<file path="config.mk">
export PLATFORM = sky130hd
export DESIGN_NAME = regbank_reader
export DESIGN_NICKNAME = d
export VERILOG_FILES = /design/src/rtl/regbank_pkg.sv /design/src/rtl/reader_skid_fifo.sv /design/src/rtl/regbank_reader.sv
export SDC_FILE = /design/constraint.sdc
export NUM_CORES = 1
export LEC_CHECK = 0
export BUFFER_PORTS_ARGS = -buffer_cell sky130_fd_sc_hd__buf_4
export CORE_AREA = 5 5 429 431
export DETAILED_ROUTE_END_ITERATION = 8
export DIE_AREA = 0 0 434 436
export PLACE_DENSITY = 0.32
export SLEW_MARGIN = 20
export SYNTH_ARGS = -nofsm -noshare
export SYNTH_HDL_FRONTEND = slang
export SYNTH_HIERARCHICAL = 1
export SYNTH_SLANG_ARGS = --single-unit
</file>
<file path="constraint.sdc">
create_clock -name clk -period 4.51 [get_ports clk]
set_input_delay 0.451 -clock clk [delete_from_list [all_inputs] [get_ports clk]]
set_output_delay 0.451 -clock clk [all_outputs]
set_load 0.05 [all_outputs]
</file>
<file path="src/rtl/regbank_pkg.sv">
// Shared types and constants for the register bank read path.
package regbank_pkg;

  localparam int DEF_NREGS  = 32;
  localparam int DEF_DATA_W = 32;
  localparam int DEF_ADDR_W = 5;

  // Response buffer depth and its occupancy encodings.
  localparam int BUF_DEPTH = 2;

  typedef enum logic [1:0] {
    EMPTY = 2'd0,
    ONE   = 2'd1,
    FULL  = 2'd2
  } buf_cnt_e;

  // One buffered read response at the default widths.
  typedef struct packed {
    logic [DEF_ADDR_W-1:0] addr;
    logic [DEF_DATA_W-1:0] data;
    logic                  err;
  } rd_entry_t;

endpackage

</file>
<file path="src/rtl/reader_skid_fifo.sv">
// Two-entry skid FIFO holding read responses. Entry 0 is always the head.
// Push is never presented while FULL; the caller gates it with count.
module reader_skid_fifo
  import regbank_pkg::*;
#(
  parameter type entry_t = rd_entry_t
) (
  input  logic     clk,
  input  logic     rst_n,
  input  logic     push,
  input  entry_t   push_entry,
  input  logic     pop,
  output entry_t   head,
  output buf_cnt_e count
);

  buf_cnt_e cnt_q, cnt_d;
  entry_t   ent_q [BUF_DEPTH];
  entry_t   ent_d [BUF_DEPTH];

  assign head  = ent_q[0];
  assign count = cnt_q;

  // Occupancy transitions and entry movement for push/pop combinations.
  always_comb begin
    cnt_d = cnt_q;
    ent_d = ent_q;
    case (cnt_q)
      EMPTY: begin
        if (push) begin
          ent_d[0] = push_entry;
          cnt_d    = ONE;
        end
      end
      ONE: begin
        if (push && pop) begin
          // Head leaves and the new entry takes its place in the same edge.
          ent_d[0] = push_entry;
        end else if (push) begin
          ent_d[1] = push_entry;
          cnt_d    = FULL;
        end else if (pop) begin
          cnt_d = EMPTY;
        end
      end
      FULL: begin
        if (pop) begin
          ent_d[0] = ent_q[1];
          cnt_d    = ONE;
        end
      end
      default: cnt_d = EMPTY;
    endcase
  end

  // State register; reset discards any buffered responses.
  always_ff @(posedge clk or negedge rst_n) begin
    if (!rst_n) begin
      cnt_q <= EMPTY;
      for (int i = 0; i < BUF_DEPTH; i++) ent_q[i] <= '0;
    end else begin
      cnt_q <= cnt_d;
      ent_q <= ent_d;
    end
  end

endmodule

</file>
<file path="src/rtl/regbank_reader.sv">
// Read port of the flip-flop register bank: samples the flattened bank on a
// request handshake, forwards a same-cycle write, flags out-of-range
// addresses, and returns responses through a 2-entry skid FIFO.
// Optional: define REGBANK_ZERO_REG_EN to hard-wire register 0 to zero.
// ADDR_W must be wide enough to address every register (2^ADDR_W >= NREGS).
module regbank_reader
  import regbank_pkg::*;
#(
  parameter int NREGS  = DEF_NREGS,
  parameter int DATA_W = DEF_DATA_W,
  parameter int ADDR_W = DEF_ADDR_W
) (
  input  logic                    clk,
  input  logic                    rst_n,
  input  logic [NREGS*DATA_W-1:0] regs_flat,
  input  logic                    wr_en,
  input  logic [ADDR_W-1:0]       wr_addr,
  input  logic [DATA_W-1:0]       wr_data,
  input  logic                    req_valid,
  output logic                    req_ready,
  input  logic [ADDR_W-1:0]       req_addr,
  output logic                    rsp_valid,
  input  logic                    rsp_ready,
  output logic [DATA_W-1:0]       rsp_data,
  output logic [ADDR_W-1:0]       rsp_addr,
  output logic                    rsp_err
);

  typedef struct packed {
    logic [ADDR_W-1:0] addr;
    logic [DATA_W-1:0] data;
    logic              err;
  } entry_t;

  entry_t      samp;
  entry_t      head;
  buf_cnt_e    count;
  logic        push;
  logic        pop;
  logic        in_range;
  logic [DATA_W-1:0] bank_rd;

  // Handshake terms depend only on the registered occupancy.
  assign req_ready = (count != FULL);
  assign rsp_valid = (count != EMPTY);
  assign push      = req_valid & req_ready;
  assign pop       = rsp_valid & rsp_ready;
  assign in_range  = (int'(req_addr) < NREGS);

  // Register select from the flattened bank.
  always_comb begin
    bank_rd = '0;
    for (int i = 0; i < NREGS; i++)
      if (int'(req_addr) == i) bank_rd = regs_flat[i*DATA_W +: DATA_W];
  end

  // Build the response captured on accept: range check, zero register,
  // then same-cycle write forwarding, then the bank value.
  always_comb begin
    samp      = '0;
    samp.addr = req_addr;
    if (!in_range) begin
      samp.err = 1'b1;
`ifdef REGBANK_ZERO_REG_EN
    end else if (req_addr == '0) begin
      samp.data = '0;
`endif
    end else if (wr_en && (wr_addr == req_addr)) begin
      samp.data = wr_data;
    end else begin
      samp.data = bank_rd;
    end
  end

  reader_skid_fifo #(
    .entry_t (entry_t)
  ) u_fifo (
    .clk        (clk),
    .rst_n      (rst_n),
    .push       (push),
    .push_entry (samp),
    .pop        (pop),
    .head       (head),
    .count      (count)
  );

  assign rsp_data = head.data;
  assign rsp_addr = head.addr;
  assign rsp_err  = head.err;

endmodule

</file>
# --- Yosys cells after proc, flatten, opt, wreduce, memory -nomap -nowiden ---
# Index checks and enable logic that the tools add are counted.
# Widths: inputs -> output; s select.
totals:
  register_bits: 77
  latchBits: 0
  ram_bits: 0
  rom_bits: 0
  out_inout_bits: 40
  elab_cells: 101
  memories: 0
classes:
  n_addsub: 0
  multipliers: 0
  n_div: 0
  order_cmp: 0
  eq_ne: 40
  n_shift: 0
  n_mux: 43
  bitwise: 3
  n_reduce_logical: 9
ops:
  columns: ["op", "n"]
  rows:
  - ["$mux 32", 33]
  - ["$mux 38", 3]
  - ["$pmux 38 s3", 1]
  - ["$eq 5x5->1 const B", 16]
  - ["$eq 5x4->1 const B", 8]
  - ["$eq 5x3->1 const B", 4]
  - ["$eq 5x2->1 const B", 2]
  - ["$mux 2", 5]
  - ["$reduce_and 4->1", 2]
  - ["$ne 2x1->1 const B", 3]
  - ["$pmux 2 s3", 1]
  - ["$eq 5x1->1 const B", 1]
  - ["$eq 5x5->1", 1]
  - ["$logic_not 5->1", 1]
  - ["$ne 2x2->1 const B", 2]
  - ["$ne 3x1->1 const B", 1]
  - ["$reduce_and 3->1", 1]
  - ["$reduce_bool 3->1", 1]
  - ["$and 1x1->1", 2]
  - ["$eq 2x1->1 const B", 1]
  - ["$eq 2x2->1 const B", 1]
  - ["$logic_and 1x1->1", 2]
  - ["$logic_not 2->1", 1]
  - ["$reduce_bool 2->1", 1]
  - ["$not 1->1", 1]

# --- Longest topological paths before layout ---
depth:
  ltp_word: 36
  depth_mapped: 14
  mapped_depth_nobuf: 9

# --- Modules after synthesis ---
# Netlist, hierarchy kept.
modules_own_cells:
  columns: ["module", "instances", "cells_each", "area_per_inst_um2"]
  rows:
  - ["regbank_reader", 1, 1678, 10408.7]
  - ["reader_skid_fifo", 1, 254, 3812.4]

# --- Worst setup path before layout ---
# Ideal clock, no wire load.
synth_timing:
  kind: "input port to flip-flop"
  startpoint: "input port req_addr[0]"
  endpoint: "register u_fifo.ent_q (netlist bit u_fifo/head[27])"
  setup_time_ns: 0.125
  t_arrival_ns: 2.612
  setup_slack_ns: 1.773
  stages: 12
  n_path_buf: 5
  cell_sequence: "buf_4 > buf_4 > buf_4 > buf_2 > buf_2 > mux2i_1 > nor2_1 > a221oi_1 > o221ai_1 > a22o_1 > mux2_1 > mux2_4"
synth_rtl:
  columns: ["item", "line", "source"]
  rows:
  - ["start: declaration", "regbank_reader.sv:21", "input logic [ADDR_W-1:0] req_addr,"]
  - ["end signal: assignment", "reader_skid_fifo.sv:63", "ent_q <= ent_d;"]
  - ["end: declaration", "reader_skid_fifo.sv:18", "entry_t ent_q [BUF_DEPTH];"]

==> out/metrics.csv <==
metric;value;unit
status;completed;
place_congestion;0.9371;
core;179800;um^2
grt.overflow.total;0;
hold_viol;0;
ys_seq_elements;78;
async_flop_share;100.0;%
cp.arrival;4.58;ns
crit_family;compound AO/OA/AOI/OAI gates;
fin_tns_setup;0;ns
maxCapViolations;0;
clk_latency;0.42;ns
num_rows;156;
endpoint_kind;flip-flop;
drive_gt1_share;50.63;%
synth_warnings;6;
finalCritPeriodShare;94.62;%
grt_pass1_vias;23933;
synth_edf_count;0;
setup_violations;0;
ys_top_cells_by_area;dfrtp_1 (14%), o21ai_0 (7.1%), a21oi_1 (6.5%);
slew_headroom;16.15;%
cts.sinks;78;
worstMarginPinSlew;1.256;ns
cp-start-kind;input pin;
clock_skew;0.01419;ns
ctsResizeCount;0;
wl;237500;um
post-cts-setup-buffers;0;
grt_start_max_net_pins;68;
grt.total_usage;23.83;%
avgSynthCellArea;7.361;um^2
report.final.slew_viol_count;0;
crit_fanout;22;
dp_cells;5392;
cts_max_path_buffers;2;
dr.pass1.iters;8;
fin_cells;5448;
drtIter0Drc;2456;
fin_nets;4104;
wl_per_cell;43.60;um
hpwl;207200;um
ir_worst_vdd;0.0002016;V
slowest_delay;1.02;ns
ys_types;99;
synth.top_cell.area_share;13.73;%
synth_flop_cell;dfrtp_1;
vias_per_cell;4.324;
die_area;189200;um^2
dpl_worst_slack;-0.3833;ns
cp_slowest_cell;a2111oi_2;
fmax;234.3;MHz
num_vias;23556;
synth_cells;1932;
synth_seq_area_share;13.73;%
rsz0062_at_grt;false;
crit_chain;buf_8 -> buf_4 -> nand2b_2 -> nor2_2 -> buf_4 -> a22oi_1 -> nand3_1 -> a2111oi_2 -> buf_4 -> o21ai_1 -> mux2_2 -> mux2_4;
start_util;7.911;%
drtAntennaViolNets;0;
antenna_found_initial;119;
cts_buffers;9;
p_leak;11.29;nW
hold_buffers;0;
yosysTopAreaCell;dfrtp_1;
power;6.986;mW
drc_errors;0;
critPathMostFrequentCell;buf_4;
ios;1111;
cts-root-buf;clkbuf_16;
cts_tree;yes;
hold_path_class;input pin to asynchronous set/reset pin;
worstSetupPathType;input pin to flip-flop;
cp.required;4.82;ns
worst_slack;0.2428;ns
grt_pass1_wl;289200;um
critPathBufInv;4;
portBuffers;1110;
syn2layout_area_growth;87.79;%
fin_crit;4.267;ns
die_w;434;um
clk_pin_slew;0.10;ns
die_h;436;um
synth_area;14220;um^2
p_per_area;261.6;nW/um^2
htreeDepth;3;
## worst paths after layout
| path | from | endpoint | slack [ns] | cells after the start |
|---|---|---|---|---|
| min | rst_n | u_fifo/head[16] | 0.07 | 1 |
| min in group clk | wr_data[29] | u_fifo/ent_q[30] | 0.44 | 4 |
| min reg2reg | u_fifo/ent_q[35] | u_fifo/ent_q[35] | 0.49 | 1 |
| max reg2reg | u_fifo/count[1] | u_fifo/ent_q[35] | 1.65 | 6 |
| max in group asynchronous | rst_n | u_fifo/ent_q[32] | 3.21 | 2 |
| max | req_addr[0] | u_fifo/head[28] | 0.24 | 12 |
## layout by cell type (no fill, tap or decap), types with 11 or more instances in the layout
cell       synthesis  final
a211oi_1          22     12
a21o_1            32     32
a21oi_1          184    184
a221oi_1          33     33
a222oi_1          16     16
a22oi_1           91     91
a31oi_1           19     19
buf_12             0     19
buf_4             64   1301
dfrtp_1           78     78
diode_2            0     40
inv_1             19     16
mux2_1            30     30
mux2_2            76     76
mux2_4            29     29
mux2i_1           53     53
nand2_1          150    148
nand3_1           27     26
nor2_1           146    131
nor2_2             4     15
nor3_1            39     38
nor4_1            14     11
o2111ai_1         23     23
o211ai_1          12     12
o21a_1            12     12
o21ai_0          201    198
o21ai_1           12     14
o221ai_1          49     49
o22ai_1           93     93
o32ai_1           14     14
or3_1             16     16
## stage by stage
stage	cell area (um^2)	hold WS, ns	utilization (%)
3_5_place_dp	26280	0.4720	14.62
4_1_cts	26610	0.08293	14.80
6_report	26710	0.06889	14.86
3_3_place_gp	26250	0.4628	14.60
5_1_grt	26660	0.09440	14.83
2_1_floorplan	14220	0.1554	-
## cells in the mapped netlist, types with 9 or more instances
library cell    n
nand2_1       150
buf_4          64
nor4_1         14
a222oi_1       16
o21a_1         12
o211ai_1       12
mux2i_1        53
or3_1          16
a22oi_1        91
nor2_1        146
buf_2         104
nor3_1         39
a21oi_1       184
mux2_2         76
a31oi_1        19
o32ai_1        14
dfrtp_1        78
o21ai_1        12
a2111oi_0      10
mux2_1         30
nand2b_1       12
nand3_1        27
nor2b_1        16
a21o_1         32
o31ai_1         9
a211oi_1       22
o221ai_1       49
a221oi_1       33
clkbuf_1       44
buf_6          19
o21ai_0       201
o2111ai_1      23
o22ai_1        93
inv_1          19
mux2_4         29
## report_power, final
| part | total, mW | switching, mW | internal, mW | leakage (nW) |
|---|---|---|---|---|
| Clock | 0.953 | 0.457 | 0.496 | 0.159 |
| Sequential | 1.35 | 0.298 | 1.05 | 0.948 |
| Combinational | 4.68 | 2.76 | 1.92 | 10.2 |
## cell families (layout without fill, tap and decap cells)
| group | after synthesis | after routing | share of synthesized area (%) |
|---|---|---|---|
| AOI/OAI and AO/OA | 917 | 917 | 43.12 |
| and+or+nand+nor | 485 | 485 | 16.55 |
| buffers and inverters | 253 | 1358 | 10.29 |
| muxes | 193 | 193 | 15.98 |
| DFF | 78 | 78 | 13.73 |
| xor gates and xnor gates | 5 | 5 | 0.3079 |
| other | 1 | 42 | 0.02637 |
## registers in the layout (all words and copies together), names as in the netlist
signal        count
u_fifo/count      2
u_fifo/ent_q     38
u_fifo/head      38
## layer usage
layer | global-route usage [%] | routed length (um) | up-vias
met1 | 29.26 | 97490 | 12213
li1 | - | - | 9815
met5 | 0 | 175 | -
met4 | 6.363 | 6365 | 24
met2 | 42.55 | 119600 | 1274
met3 | 4.279 | 13830 | 230
## layout make-up
class / count / area (um^2)
well taps: 2370 / 2965
inverters: 19 / 73.82
repair buffers: 1323 / 10190
flip-flops and latches: 78 / 1952
diodes: 40 / 100.1
multi-input cells: 1602 / 11100
fillers: 20766 / 153100
clock inverters: 7 / 105.1
clock buffers: 9 / 225.2
Note: power is estimated with default switching activity, not from simulation.
